$ cat config.mk
export PLATFORM = sky130hd
export DESIGN_NAME = node_start_initiator
export DESIGN_NICKNAME = d
export VERILOG_FILES = /design/src/rtl/node_start_initiator.sv
export SDC_FILE = /design/constraint.sdc
export NUM_CORES = 1
export LEC_CHECK = 0
export BUFFER_PORTS_ARGS = -buffer_cell sky130_fd_sc_hd__buf_2
export CAP_MARGIN = 10
export CORE_AREA = 2 2 66 68
export DETAILED_ROUTE_END_ITERATION = 10
export DIE_AREA = 0 0 68 70
export HOLD_SLACK_MARGIN = 0.12
export PLACE_DENSITY = 0.65
export SLEW_MARGIN = 20
export SYNTH_ARGS = -nofsm -noshare
export SYNTH_HDL_FRONTEND = slang
export SYNTH_SLANG_ARGS = --single-unit
$ cat constraint.sdc
create_clock -name clk_i -period 1.8 [get_ports clk_i]
set_clock_uncertainty 0.2 [all_clocks]
set_input_delay 0.18 -clock clk_i [delete_from_list [all_inputs] [get_ports clk_i]]
set_output_delay 0.18 -clock clk_i [all_outputs]
set_load 0.02 [all_outputs]
$ cat src/rtl/node_start_initiator.sv
// Initiator side of the ST/RD node handshake: starts NCHILD children, waits for RD low-then-high, captures RES.
// Optional watchdog per wait phase enabled by defining NODE_INIT_TIMEOUT_EN (default build: no watchdog, ERR tied 0).
module node_start_initiator #(
    parameter int WIDTH  = 16,
    parameter int NCHILD = 2,
    parameter int TMO_W  = 8
) (
    input  logic                     clk_i,
    input  logic                     rst_i,
    input  logic                     go_i,
    output logic [NCHILD-1:0]        st_o,
    input  logic [NCHILD-1:0]        rd_in_i,
    input  logic [NCHILD*WIDTH-1:0]  res_in_i,
    output logic [NCHILD*WIDTH-1:0]  ops_o,
    output logic                     done_o,
    output logic                     err_o
);

    if (NCHILD < 1 || NCHILD > 8 || TMO_W < 1) begin : g_bad_cfg
        $error("node_start_initiator: NCHILD must be 1..8 and TMO_W >= 1");
    end

    typedef enum logic [2:0] {IDLE, ARM, DROP, RISE, CAPT} state_e;

    state_e                    state_q, state_d;
    logic [NCHILD-1:0]         st_q, st_d;
    logic [NCHILD-1:0]         seen_q, seen_d;
    logic [NCHILD*WIDTH-1:0]   ops_q, ops_d;
    logic                      done_q, done_d;
    logic                      go_old_q;
    logic                      start, rd_all, seen_all, tmo_hit;

    assign start    = go_i & ~go_old_q;
    assign rd_all   = &rd_in_i;
    // A child counts as finished only after its RD was seen low, so a stale RD=1 is never taken as completion.
    assign seen_all = &(seen_q | ~rd_in_i);

    always_ff @(posedge clk_i or posedge rst_i) begin
        if (rst_i) begin
            state_q  <= IDLE;
            st_q     <= '0;
            seen_q   <= '0;
            ops_q    <= '0;
            done_q   <= 1'b1;
            go_old_q <= 1'b0;
        end else begin
            state_q  <= state_d;
            st_q     <= st_d;
            seen_q   <= seen_d;
            ops_q    <= ops_d;
            done_q   <= done_d;
            go_old_q <= go_i;
        end
    end

    always_comb begin
        state_d = state_q;
        case (state_q)
            IDLE:    if (start)    state_d = ARM;
            ARM:     if (rd_all)   state_d = DROP;
            DROP:    if (seen_all) state_d = RISE;
            RISE:    if (rd_all)   state_d = CAPT;
            CAPT:                  state_d = IDLE;
            default:               state_d = IDLE;
        endcase
        if (tmo_hit) state_d = IDLE;
    end

    always_comb begin
        st_d   = st_q;
        seen_d = seen_q;
        ops_d  = ops_q;
        done_d = done_q;
        case (state_q)
            IDLE: begin
                seen_d = '0;
                if (start) done_d = 1'b0;
            end
            ARM:  if (rd_all) st_d = '1;
            DROP: begin
                seen_d = seen_q | ~rd_in_i;
                if (seen_all) st_d = '0;
            end
            CAPT: begin
                ops_d  = res_in_i;
                done_d = 1'b1;
            end
            default: ;
        endcase
        // Watchdog abort leaves OPS untouched and hands control back upstream.
        if (tmo_hit) begin
            st_d   = '0;
            done_d = 1'b1;
        end
    end

`ifdef NODE_INIT_TIMEOUT_EN
    logic [TMO_W-1:0] tmo_q, tmo_d;
    logic             err_q, waiting;

    assign waiting = (state_q == ARM) || (state_q == DROP) || (state_q == RISE);
    assign tmo_hit = waiting && (tmo_q == {TMO_W{1'b1}});

    always_comb begin
        tmo_d = tmo_q;
        if (state_d != state_q) tmo_d = '0;
        else if (waiting)       tmo_d = tmo_q + 1'b1;
    end

    always_ff @(posedge clk_i or posedge rst_i) begin
        if (rst_i) begin
            tmo_q <= '0;
            err_q <= 1'b0;
        end else begin
            tmo_q <= tmo_d;
            err_q <= err_q | tmo_hit;
        end
    end

    assign err_o = err_q;
`else
    assign tmo_hit = 1'b0;
    assign err_o   = 1'b0;
`endif

    assign st_o   = st_q;
    assign ops_o  = ops_q;
    assign done_o = done_q;

endmodule

==> impl_metrics.yaml <==
outcome:
  status: "completed"
min_path:
  hold_path.class: "reg -> reg"
  min-delay-start: "ops_o[26]$_DFFE_PP0P_"
worst_setup_path:
  cp_slowest_stage_delay_ns: 0.48
  end_kind: "flip-flop"
  path_depth: 3
  critPathKind: "reg -> reg"
  cp-startpoint: "state_q[0]$_DFFE_PP0P_"
  cp_max_fo: 21
  r2r_start: "state_q[0]$_DFFE_PP0P_"
  crit_family: "flip-flops"
  worst_path_max_delay_cell: "dfrtp_1"
  critPathArrivalTime_ns: 1.67
  path_cells: "nor3_4 > buf_4 > mux2_2"
  start_kind: "flip-flop"
  crit_end: "ops_o[14]$_DFFE_PP0P_"
  r2r-end: "ops_o[14]$_DFFE_PP0P_"
  worstRegToRegCells: 3
  reg2reg_slack_ns: 0.1
  crit_required_ns: 1.77
  critical_path_buf_inv_count: 1
die:
  die-width_um: 68
  die-area_mm2: 0.004760
  start_util_pct: 38.22
  std_cell_rows: 24
  dieHeight_um: 70
  io_pins: 73
  core_area_mm2: 0.004144
sta:
  min_period_ns: 1.700
  rsz0062_at_grt: "no"
  setup_viol_count_final: 0
  finalCritPeriodShare_pct: 94.45
  tns_ns: 0
  finalMaxSlewViolations: 0
  max_freq_ghz: 0.5882
  finalHoldViolCount: 0
detailed_routing:
  vias: 1210
  ant_nets: 0
  post_drt_wl_per_cell_um: 13.34
  dr.pass1.iters: 4
  drtIter0Drc: 71
  wl_mm: 3.603
  routed_via_density: 4.481
  drc: 0
clocking:
  cts-root-buf: "clkbuf_8"
  cts_made_buffers: 5
  htree_levels: 2
  clk_latency_ns: 0.28
  cts_max_path_buffers: 2
  cts-resized-gates: 0
  clock-sinks: 40
  clk_pin_slew_ns: 0.08
  cts_tree: "done"
placement:
  gp_congestion: 0.6273
  dp_hpwl_mm: 2.374
  port_buffers: 71
  dp.cells: 226
layout:
  nets: 254
  stdcell_count: 270
  drive_gt1_share_pct: 52.75
  n_antenna_cell: 0
  area_growth_pct: 54.27
synth:
  yosys-top-cells-area: "dfrtp_1, mux2_2, buf_6, dfstp_2, mux2_1"
  ys.flop_type: "dfrtp_1"
  syn_area_mm2: 0.001584
  ys_async_sr_fraction_pct: 100.0
  synth_edf_count: 0
  syn_inst: 106
  postSynthAreaPerCell_um2: 14.94
  yosysTopAreaCellShare_pct: 61.61
  netlist-cell-type-count: 24
  synth_fp_nets: 143
  ys_ff_latch: 40
  yosysWarnings: 0
  yosys.area.top_type: "dfrtp_1"
  seq_area_frac_synth_pct: 63.27
pwr:
  swShare_pct: 36.00
  clkPwrFrac_pct: 18.7
  pwr_density_cell_mw_per_mm2: 1520
  seqPwrFrac_pct: 40.9
  p_leak_nw: 1.264
  comb_power_share_pct: 40.4
  ir_worst_vdd_mv: 0.6565
  switchingPower_w: 0.001337
  p_int_w: 0.002377
global_route:
  grt_max_degree: 41
  antenna_found_initial: 0
  grt_pass1_vias: 1238
  grt_use_met3_pct: 5.153
  grtUsageMet1_pct: 18.07
  grt_overflow_total: 0
  busiest_layer: "met2"
  track_usage_pct: 15.77
  grt_util_met2_pct: 25.67
  grt_pass1_wl_mm: 5.595
job:
  cap_violations: 0
-- routing by layer --
layer  vias up  share of wire [%]
met4         0                2.4
met2        44                 52
li1        584                  -
met5         -                  0
met1       574                 41
met3         8                4.8
-- registers in the layout, indices dropped and copies added, names as in the netlist --
signal	flops
ops_o	32
state_q	3
seen_q	2
done_o	1
go_old_q	1
st_o	1
-- metrics by stage --
step	setup slack, ns	instance area [um2]	power, W	util (%)	hold WS (ns)
finish	0.09983	2444	0.003715	58.97	0.2885
global route	0.03603	2444	0.003942	58.97	0.3178
CTS	0.08274	2444	0.003762	58.97	0.2981
detailed placement	0.08194	1976	0.002989	47.68	0.1175
global placement	0.1646	1976	0.002918	47.68	0.1109
floorplan	0.1649	1584	0.002486	-	0.01143
-- cells in the final DEF, fill, tap and decap left out --
cell type | netlist | routed
or4b_1 | 1 | 1
dfrtp_1 | 39 | 39
a211o_1 | 1 | 1
nor3b_1 | 1 | 1
buf_2 | 2 | 71
dlygate4sd3_1 | 0 | 36
clkinv_2 | 0 | 1
clkbuf_1 | 0 | 1
a21o_1 | 1 | 1
nand2_1 | 1 | 1
nand2b_1 | 2 | 2
mux2_2 | 30 | 30
nor3_4 | 1 | 1
bufinv_16 | 0 | 1
nand3_1 | 1 | 1
xor2_1 | 1 | 1
inv_1 | 2 | 2
buf_4 | 2 | 4
and3_1 | 1 | 1
nor3_1 | 4 | 4
nor2_1 | 6 | 6
inv_2 | 1 | 1
mux2_1 | 2 | 2
dfstp_2 | 1 | 1
conb_1 | 1 | 1
a311o_1 | 1 | 1
clkbuf_8 | 0 | 5
a41oi_1 | 1 | 1
-- final cells by class --
class / instances / area (um2)
fillers: 325 / 1700
flip-flops and latches: 40 / 1002
repair buffers: 111 / 745.7
multi-input cells: 56 / 511.7
clock buffers: 6 / 72.57
well taps: 52 / 65.06
clock inverters: 2 / 35.03
inverters: 3 / 11.26
-- cell families (layout without fill, tap and decap cells) --
| family | after synthesis | after routing | share of synthesized area (%) |
|---|---|---|---|
| AOI/OAI and AO/OA | 4 | 4 | 2.212 |
| buffers and inverters | 10 | 122 | 4.423 |
| other | 1 | 1 | 0.2367 |
| DFF | 40 | 40 | 63.27 |
| and+or+nand+nor | 18 | 18 | 6.556 |
| muxes | 32 | 32 | 22.75 |
| xor gates and xnor gates | 1 | 1 | 0.5530 |
-- cells in the mapped netlist (all sizes together) (2+ instances only) --
cell and instances:
buf 7, dfrtp 39, inv 3, mux2 32, nand2b 2, nor2 6
nor3 5
-- power by group through the flow --
stage	Clock [W]	Combinational, W	Sequential [W]
2_1_floorplan	0	0.000561	0.00193
6_report	0.000695	0.00150	0.00152
3_5_place_dp	0	0.00145	0.00154
5_1_grt	0.000768	0.00160	0.00157
3_3_place_gp	0	0.00141	0.00151
4_1_cts	0.000726	0.00151	0.00152
-- worst min-delay path by stage --
stage	to	slack (ns)	cells after the start
floorplan	go_old_q$_DFF_PP0_	0.01	0
global placement	ops_o[18]$_DFFE_PP0P_	0.11	3
detailed placement	go_old_q$_DFF_PP0_	0.12	1
CTS	ops_o[26]$_DFFE_PP0P_	0.30	1
global route	ops_o[30]$_DFFE_PP0P_	0.32	1
finish	ops_o[26]$_DFFE_PP0P_	0.29	1
-- repair_timing --
action / CTS / global route
buffers inserted: 0 / 0
hold endpoints to repair: 76 / 0
hold buffers: 36 / 0
endpoints found under the setup margin: 0 / 0
No activity file was read; power rests on OpenSTA's default activity.
